`config.mk`:
```
export PLATFORM = sky130hd
export DESIGN_NAME = uart_rx_ctrl
export DESIGN_NICKNAME = d
export VERILOG_FILES = /design/src/rtl/uart_rx_ctrl.sv
export SDC_FILE = /design/constraint.sdc
export NUM_CORES = 1
export LEC_CHECK = 0
export CORE_MARGIN = 3
export CORE_UTILIZATION = 35
export CTS_CLUSTER_DIAMETER = 50
export DETAILED_ROUTE_END_ITERATION = 6
export DONT_BUFFER_PORTS = 1
export PLACE_DENSITY_LB_ADDON = 0.15
export SYNTH_ARGS = -nofsm -noshare
export SYNTH_HDL_FRONTEND = slang
export SYNTH_SLANG_ARGS = --single-unit
```
`constraint.sdc`:
```
create_clock -name clk -period 4.3 [get_ports clk]
set_input_delay 0.43 -clock clk [delete_from_list [all_inputs] [get_ports clk]]
set_output_delay 0.43 -clock clk [all_outputs]
set_load 0.02 [all_outputs]
```
`src/rtl/uart_rx_ctrl.sv`:
```
// Receive-side sequencer for uart_rx: produces the mid-bit sampling ticks and buffers
// completed frames with their error flags in a small FIFO, alongside host status.
module uart_rx_ctrl #(
  parameter int CLKS_PER_BIT = 16,
  parameter int FIFO_DEPTH   = 4
) (
  input  logic       clk,
  input  logic       reset,
  input  logic       enable,
  input  logic       rxd,
  input  logic [7:0] rx_data,
  input  logic       rx_valid,
  input  logic       rx_parity_err,
  input  logic       rx_stop_err,
  output logic       rx_baud_tick,
  output logic [7:0] m_data,
  output logic       m_perr,
  output logic       m_serr,
  output logic       m_valid,
  input  logic       m_ready,
  output logic       overrun,
  output logic [7:0] parity_err_cnt,
  output logic [7:0] stop_err_cnt,
  input  logic       clear_status
);

  localparam int CW = $clog2(CLKS_PER_BIT);
  localparam int AW = $clog2(FIFO_DEPTH);
  localparam logic [CW-1:0] HALF_LOAD = CW'(CLKS_PER_BIT / 2 - 1);
  localparam logic [CW-1:0] FULL_LOAD = CW'(CLKS_PER_BIT - 1);

  typedef enum logic [1:0] {IDLE, HALF, BITS, WAIT_DONE} state_t;

  state_t        state;
  logic [3:0]    bit_cnt;
  logic [CW-1:0] tick_cnt;

  logic [9:0]    mem [FIFO_DEPTH];
  logic [AW:0]   wr_ptr;
  logic [AW:0]   rd_ptr;
  logic          empty;
  logic          full;
  logic          pop;
  logic          push_ok;

  // tick_cnt doubles as the rx_valid wait timer in WAIT_DONE
  always_ff @(posedge clk or posedge reset) begin
    if (reset) begin
      state        <= IDLE;
      bit_cnt      <= '0;
      tick_cnt     <= '0;
      rx_baud_tick <= 1'b0;
    end else begin
      rx_baud_tick <= 1'b0;
      case (state)
        IDLE: begin
          if (enable && !rxd) begin
            state    <= HALF;
            tick_cnt <= HALF_LOAD;
          end
        end
        HALF: begin
          if (tick_cnt == '0) begin
            rx_baud_tick <= 1'b1;
            bit_cnt      <= 4'd1;
            tick_cnt     <= FULL_LOAD;
            state        <= BITS;
          end else begin
            tick_cnt <= tick_cnt - CW'(1);
          end
        end
        BITS: begin
          if (tick_cnt == '0) begin
            rx_baud_tick <= 1'b1;
            if (bit_cnt == 4'd10) begin
              bit_cnt  <= '0;
              tick_cnt <= CW'(1);
              state    <= WAIT_DONE;
            end else begin
              bit_cnt  <= bit_cnt + 4'd1;
              tick_cnt <= FULL_LOAD;
            end
          end else begin
            tick_cnt <= tick_cnt - CW'(1);
          end
        end
        WAIT_DONE: begin
          if (rx_valid || tick_cnt == '0) begin
            state    <= IDLE;
            tick_cnt <= '0;
          end else begin
            tick_cnt <= tick_cnt - CW'(1);
          end
        end
        default: state <= IDLE;
      endcase
    end
  end

  assign empty   = (wr_ptr == rd_ptr);
  assign full    = (wr_ptr[AW] != rd_ptr[AW]) && (wr_ptr[AW-1:0] == rd_ptr[AW-1:0]);
  assign m_valid = !empty;
  assign pop     = m_valid && m_ready;
  assign push_ok = rx_valid && (!full || pop);
  assign m_data  = mem[rd_ptr[AW-1:0]][7:0];
  assign m_perr  = mem[rd_ptr[AW-1:0]][8];
  assign m_serr  = mem[rd_ptr[AW-1:0]][9];

  always_ff @(posedge clk or posedge reset) begin
    if (reset) begin
      wr_ptr <= '0;
      rd_ptr <= '0;
      for (int i = 0; i < FIFO_DEPTH; i++) mem[i] <= '0;
    end else begin
      if (push_ok) begin
        mem[wr_ptr[AW-1:0]] <= {rx_stop_err, rx_parity_err, rx_data};
        wr_ptr              <= wr_ptr + 1'b1;
      end
      if (pop) rd_ptr <= rd_ptr + 1'b1;
    end
  end

  // A clear in the same cycle as an event wins, so that event is never counted
  always_ff @(posedge clk or posedge reset) begin
    if (reset) begin
      overrun        <= 1'b0;
      parity_err_cnt <= '0;
      stop_err_cnt   <= '0;
    end else if (clear_status) begin
      overrun        <= 1'b0;
      parity_err_cnt <= '0;
      stop_err_cnt   <= '0;
    end else begin
      if (rx_valid && !push_ok) overrun <= 1'b1;
      if (rx_valid && rx_parity_err && parity_err_cnt != 8'hFF)
        parity_err_cnt <= parity_err_cnt + 8'd1;
      if (rx_valid && rx_stop_err && stop_err_cnt != 8'hFF)
        stop_err_cnt <= stop_err_cnt + 8'd1;
    end
  end

endmodule

```
After elaboration in Yosys (flattened, before gate mapping)

Index checks and enable logic that the tools add are counted.
W data, S select, Z words.

Bitwise logic cells: 2
$add $sub $neg: 6
Equal/unequal tests: 14
Reductions and logical operators: 25
Muxes and demuxes: 30
Order comparisons: 3

Operators with widths:

| operator              | count |
|---|---|
| $bwmux W40            | 1 |
| $mux W4               | 8 |
| $mux W8               | 4 |
| $mux W10              | 3 |
| $bmux W10 S2          | 1 |
| $demux W10 S2         | 1 |
| $add A8 B1 Y8 const B | 2 |
| $ne A8 B8 Y1 const B  | 2 |
| $pmux W4 S4           | 1 |
| $logic_and A1 B1 Y1   | 10 |
| $mux W2               | 5 |
| $ne A2 B2 Y1 const B  | 5 |
| $pmux W2 S4           | 1 |
| $pmux W4 S2           | 1 |
| $reduce_bool A2 Y1    | 4 |
| $add A3 B1 Y3 const B | 2 |
| $ge A3 B3 Y1 const B  | 2 |
| $not A2 Y3            | 2 |
| $reduce_and A5 Y1     | 1 |
| $add A4 B1 Y4 const B | 1 |
| $eq A2 B2 Y1 const B  | 2 |
| $eq A4 B4 Y1 const B  | 1 |
| $logic_not A1 Y1      | 4 |
| $logic_not A4 Y1      | 1 |
| other kinds (11)      | 15 |

Input bits: 17
Word-level logic and storage cells: 93
Output and inout bits: 29
Register bits after elaboration: 74

Logic depth before layout (Yosys ltp)

Depth after elaboration: 9
Gate-level depth with buffers: 7
Mapped depth without buffers: 6

Least setup slack after synthesis

Ideal clock, no wire load.

Path type: flip-flop to flip-flop
Start: register state[1]
End: register tick_cnt[1]
Path buffers: 0
Library setup time: 121 ps
Stages on the path, launching flop included: 7
Arrival time: 1615 ps
Period minus slack after synthesis: 1736 ps
Required time: 4179 ps
Path slack: 2564 ps
Path through: dfrtp_1 inv_1 ha_1 nor4bb_1 nor3_1 or3_1 a22o_1

Cells in the longest elaborated chain, start to end: 2
Elaborated cells on any way between the ends: 6
Classes of those cells: eq/ne (4); mux (1); reduce/logical (1)

Ends and longest elaborated chain:

| element                                            | line | RTL |
|---|---|---|
| start, declared                                    | 34   | `state_t state;` |
| start signal, assigned                             | 49   | `state <= IDLE;` |
| start signal, assigned                             | 58   | `state <= HALF;` |
| start signal, assigned                             | 67   | `state <= BITS;` |
| $eq A2 B2 Y1, or another cell as far along         | 55   | `case (state)` |
| $pmux W4 S4 / $ne A2 B2 Y1 (equally long branches) | n/a  |  |
| end signal, assigned                               | 69   | `tick_cnt <= tick_cnt - CW'(1);` |
| end signal, assigned                               | 84   | `tick_cnt <= tick_cnt - CW'(1);` |
| end signal, assigned                               | 92   | `tick_cnt <= tick_cnt - CW'(1);` |
| end, declared                                      | 36   | `logic [CW-1:0] tick_cnt;` |

Parallel ways exist; a longest one is shown, timed or not.
A chain may end at the register's enable or synchronous reset.

Worst setup path in the final report

Start: register stop_err_cnt[0]
End: register stop_err_cnt[4]

Cells in the longest elaborated chain, start to end: 3
Elaborated cells on any way between the ends: 6
Classes of those cells: add/sub (1); eq/ne (1); mux (2); reduce/logical (2)

Ends and longest elaborated chain:

| element                                               | line     | RTL |
|---|---|---|
| start, declared                                       | 23       | `output logic [7:0] stop_err_cnt,` |
| start signal, assigned                                | 138      | `stop_err_cnt <= stop_err_cnt + 8'd1;` |
| $add A8 B1 Y8 / $ne A8 B8 Y1 (equally long branches)  | 138, 137 |  |
| $mux W8 / $logic_and A1 B1 Y1 (equally long branches) | 137      | `if (rx_valid && rx_stop_err && stop_err_cnt != 8'hFF)` |
| $mux W8 / $reduce_bool A2 Y1 (equally long branches)  | n/a      |  |

Parallel ways exist; a longest one is shown, timed or not. The select of a mux whose other input is x is not followed.

==> results.md <==
* Skew-Pair Late Insertion Delay at approximately 350 ps
* Core area at 10000 sq um
* Clock buffer depth at 2
* Post-detail-place hpwl at between 5 and 6 mm
* Antenna-violating nets left at 0
* Detailed Route WL at between 7 and 8 mm
* Top FF cell, synth: dfrtp_1
* Root Driver: clkbuf_8
* Most common cell in the netlist: dfrtp_1
* Total grt overflow at 0
* Slowest cell delay on critical path at between 1000 and 1500 ps
* # Post-CTS Setup Buffers at 0
* Final Cell Area at between 4000 and 5000 sq um
* VDD IR max at a little under 200 uV
* Post-layout util at roughly two fifths
* Sink Count at 74
* Vias/cell at between 5 and 6
* Post-synth top area share at between 50% and 60%
* Row count at 36
* Arrival time at the worst endpoint at about 2600 ps
* CTS tree: yes
* DP Area at between 3000 and 4000 sq um
* Critical-path top delay cell: o311ai_1
* Num ports at 46
* Final cell count without fillers at ~440
* Int Power at between 0.0015 and 0.002 W
* LEAKAGE at 1.70 nW
* DRC viols at 0
* Area leader, netlist: dfrtp_1
* Sw Pwr at ~0.0011 W
* Synth cell count leaders: dfrtp_1, mux2_2, ha_1
* Syn avg cell area at between 10 and 15 sq um
* Slew headroom at between 10% and 20%
* Die width at ~110 um
* Run status: finished clean
* WL/cell at about 17 um
* Die area at roughly 12000 sq um
* Vias post-DR at 2318
* Final setup violation count at 0
* Detailed Routing Iterations Pass 1 at 3
* Vias in the first global route at 2354
* Hold Vio Cnt, Final at 0
* Final #Nets at around 330
* CP Max Fanout at 11
* TNS Setup at 0 ps
* Synth area leaders: dfrtp_1, mux2_2, mux4_2
* Hold Buf Count CTS at 0
* Crit-path cells: ha_1, nand2_1, o311ai_1, o21ai_0, a21oi_1
* Clk slew on worst S/H paths at approximately 90 ps
* RSZ-0062 raised after global routing: false
* CP required at around 4600 ps
* Mapped Nets at about 330
* CTS Buf Count at 9
* PortBufs at 0
* Fmax at ~420 MHz
* Area growth from synthesis to layout at 8.90%
* Tightest Pin Transition at between 1000 and 1500 ps
* Layout cells sized above 1 at 25.6%
* Worst Path Class, Setup: flip-flop to flip-flop
* Sw frac at 38.4%
* All-Layer GR Usage at a little over an eighth
* YS warnings at 0
* Largest net degree at the start of global routing at 40
* First-pass GRT wire length at between 10 and 15 mm
* Synth cell types at 47
* Max Slew Vio Count at 0
* Initial antenna violation count at 0
* Clk_skew at 17.2 ps
* Comb power frac at 40.1%
* Asr flop ratio synth at 100%
* Period minus WS final at approximately 2400 ps
* Power, Total at between 0.002 and 0.003 W
* PwrDens at between 700 and 800 nW/um^2
* H-tree depth at 3
* CP Launch Type: flip-flop
* Final Cycle Share at 55.0%
* EDFF count, synth at 0
* Die Y-Extent at about 110 um
* Post-CTS Resized at 0
* Crit path capture type: flip-flop
* Post-Syn Area at between 3000 and 4000 sq um
* RD Place Congestion at slightly above 0.7
* FF+latch count, synth at 74
* Antenna fix cells at 0
* Cells after DPL at between 400 and 500
* Max cap viols at 0
* Clock share of power at 18.4%
* Drt first-iter violations at 85
* Worst hold path class: input port to async pin
* Seq/Total Area, Yosys at about half
* Cells after Synth at approximately 300
* Seq pwr share at between 40% and 50%
* Starting Density at 37.0%
-- worst max-delay path: cells and delay by family, from the launching register on --
family,cells,cell delay [ps]
AOI/OAI and AO/OA,3,1410
DFF,1,530
adders and majority gates,1,260
and+or+nand+nor,1,90
-- through the flow --
step | setup WS [ps] | hold slack [ps]
global placement | 1950 | 483
CTS | 1880 | 107
floorplan | 1990 | 464
global route | 1720 | 95.4
detailed placement | 1910 | 484
finish | 1940 | 103
-- registers in the layout, summed over array words and instances (netlist names) --
register        count
mem                40
parity_err_cnt      8
stop_err_cnt        8
bit_cnt             4
tick_cnt            4
rd_ptr              3
wr_ptr              3
state               2
overrun             1
rx_baud_tick        1
-- placed cells by master (no fill, tap or decap), types with 3 or more instances in the layout --
master,count
a21oi_1,15
and2_1,4
clkbuf_8,9
dfrtp_1,74
ha_1,16
inv_1,14
inv_8,3
mux2_2,42
mux2i_1,4
mux4_2,10
nand2_1,7
nand2_2,4
nand3_1,7
nand4_1,4
nor2_1,13
nor3_1,5
o21a_1,4
o21ai_0,10
o31ai_1,4
or3_1,5
or4_1,3
xnor2_1,6
xor2_1,7
-- power by group through the flow --
stage / Clock [W] / Combinational (W) / Sequential, W
floorplan: 0 / 0.00105 / 0.00111
global placement: 0 / 0.00115 / 0.00121
detailed placement: 0 / 0.00117 / 0.00121
CTS: 0.000551 / 0.00117 / 0.00120
global route: 0.000578 / 0.00127 / 0.00124
finish: 0.000528 / 0.00116 / 0.00120
-- layer usage --
metal / wire (um) / GRT usage, %
met1: 3540 / 17.6
met2: 3430 / 20.4
met3: 402 / 4.68
met4: 57 / 4.24
met5: 0 / 0
-- cell type report --
type,count,area [sq um]
clock buffers,9,124
clock inverters,7,67.6
fillers,990,5970
inverters,15,56.3
multi-input cells,199,1750
flip-flops and latches,74,1850
well taps,133,166
repair buffers,1,7.51
-- kinds of logic (layout without fill, tap and decap cells) --
kind of cell    after synthesis  in the layout  synth area share, %
xor+xnor                     13             13                 3.08
buf+inv                      22             32                 2.50
simple gates                 64             64                 9.64
mux                          56             56                 20.0
flops                        74             74                 50.1
fa+ha+maj                    16             16                 5.41
compound gates               50             50                 9.31
-- worst paths after layout --
| kind | to | slack (ps) | startpoint | cells past startpoint |
|---|---|---|---|---|
| max in group asynchronous | mem[9] | 3190 | reset | 2 |
| setup / recovery | stop_err_cnt[4] | 1940 | stop_err_cnt[0] | 5 |
| hold / removal | bit_cnt[0] | 100 | reset | 1 |
| hold reg to reg | wr_ptr[2] | 500 | wr_ptr[2] | 1 |
| min in group clk | stop_err_cnt[0] | 130 | clear_status | 1 |
| setup reg to reg | stop_err_cnt[4] | 1940 | stop_err_cnt[0] | 5 |
No activity file was read; power rests on OpenSTA's default activity.
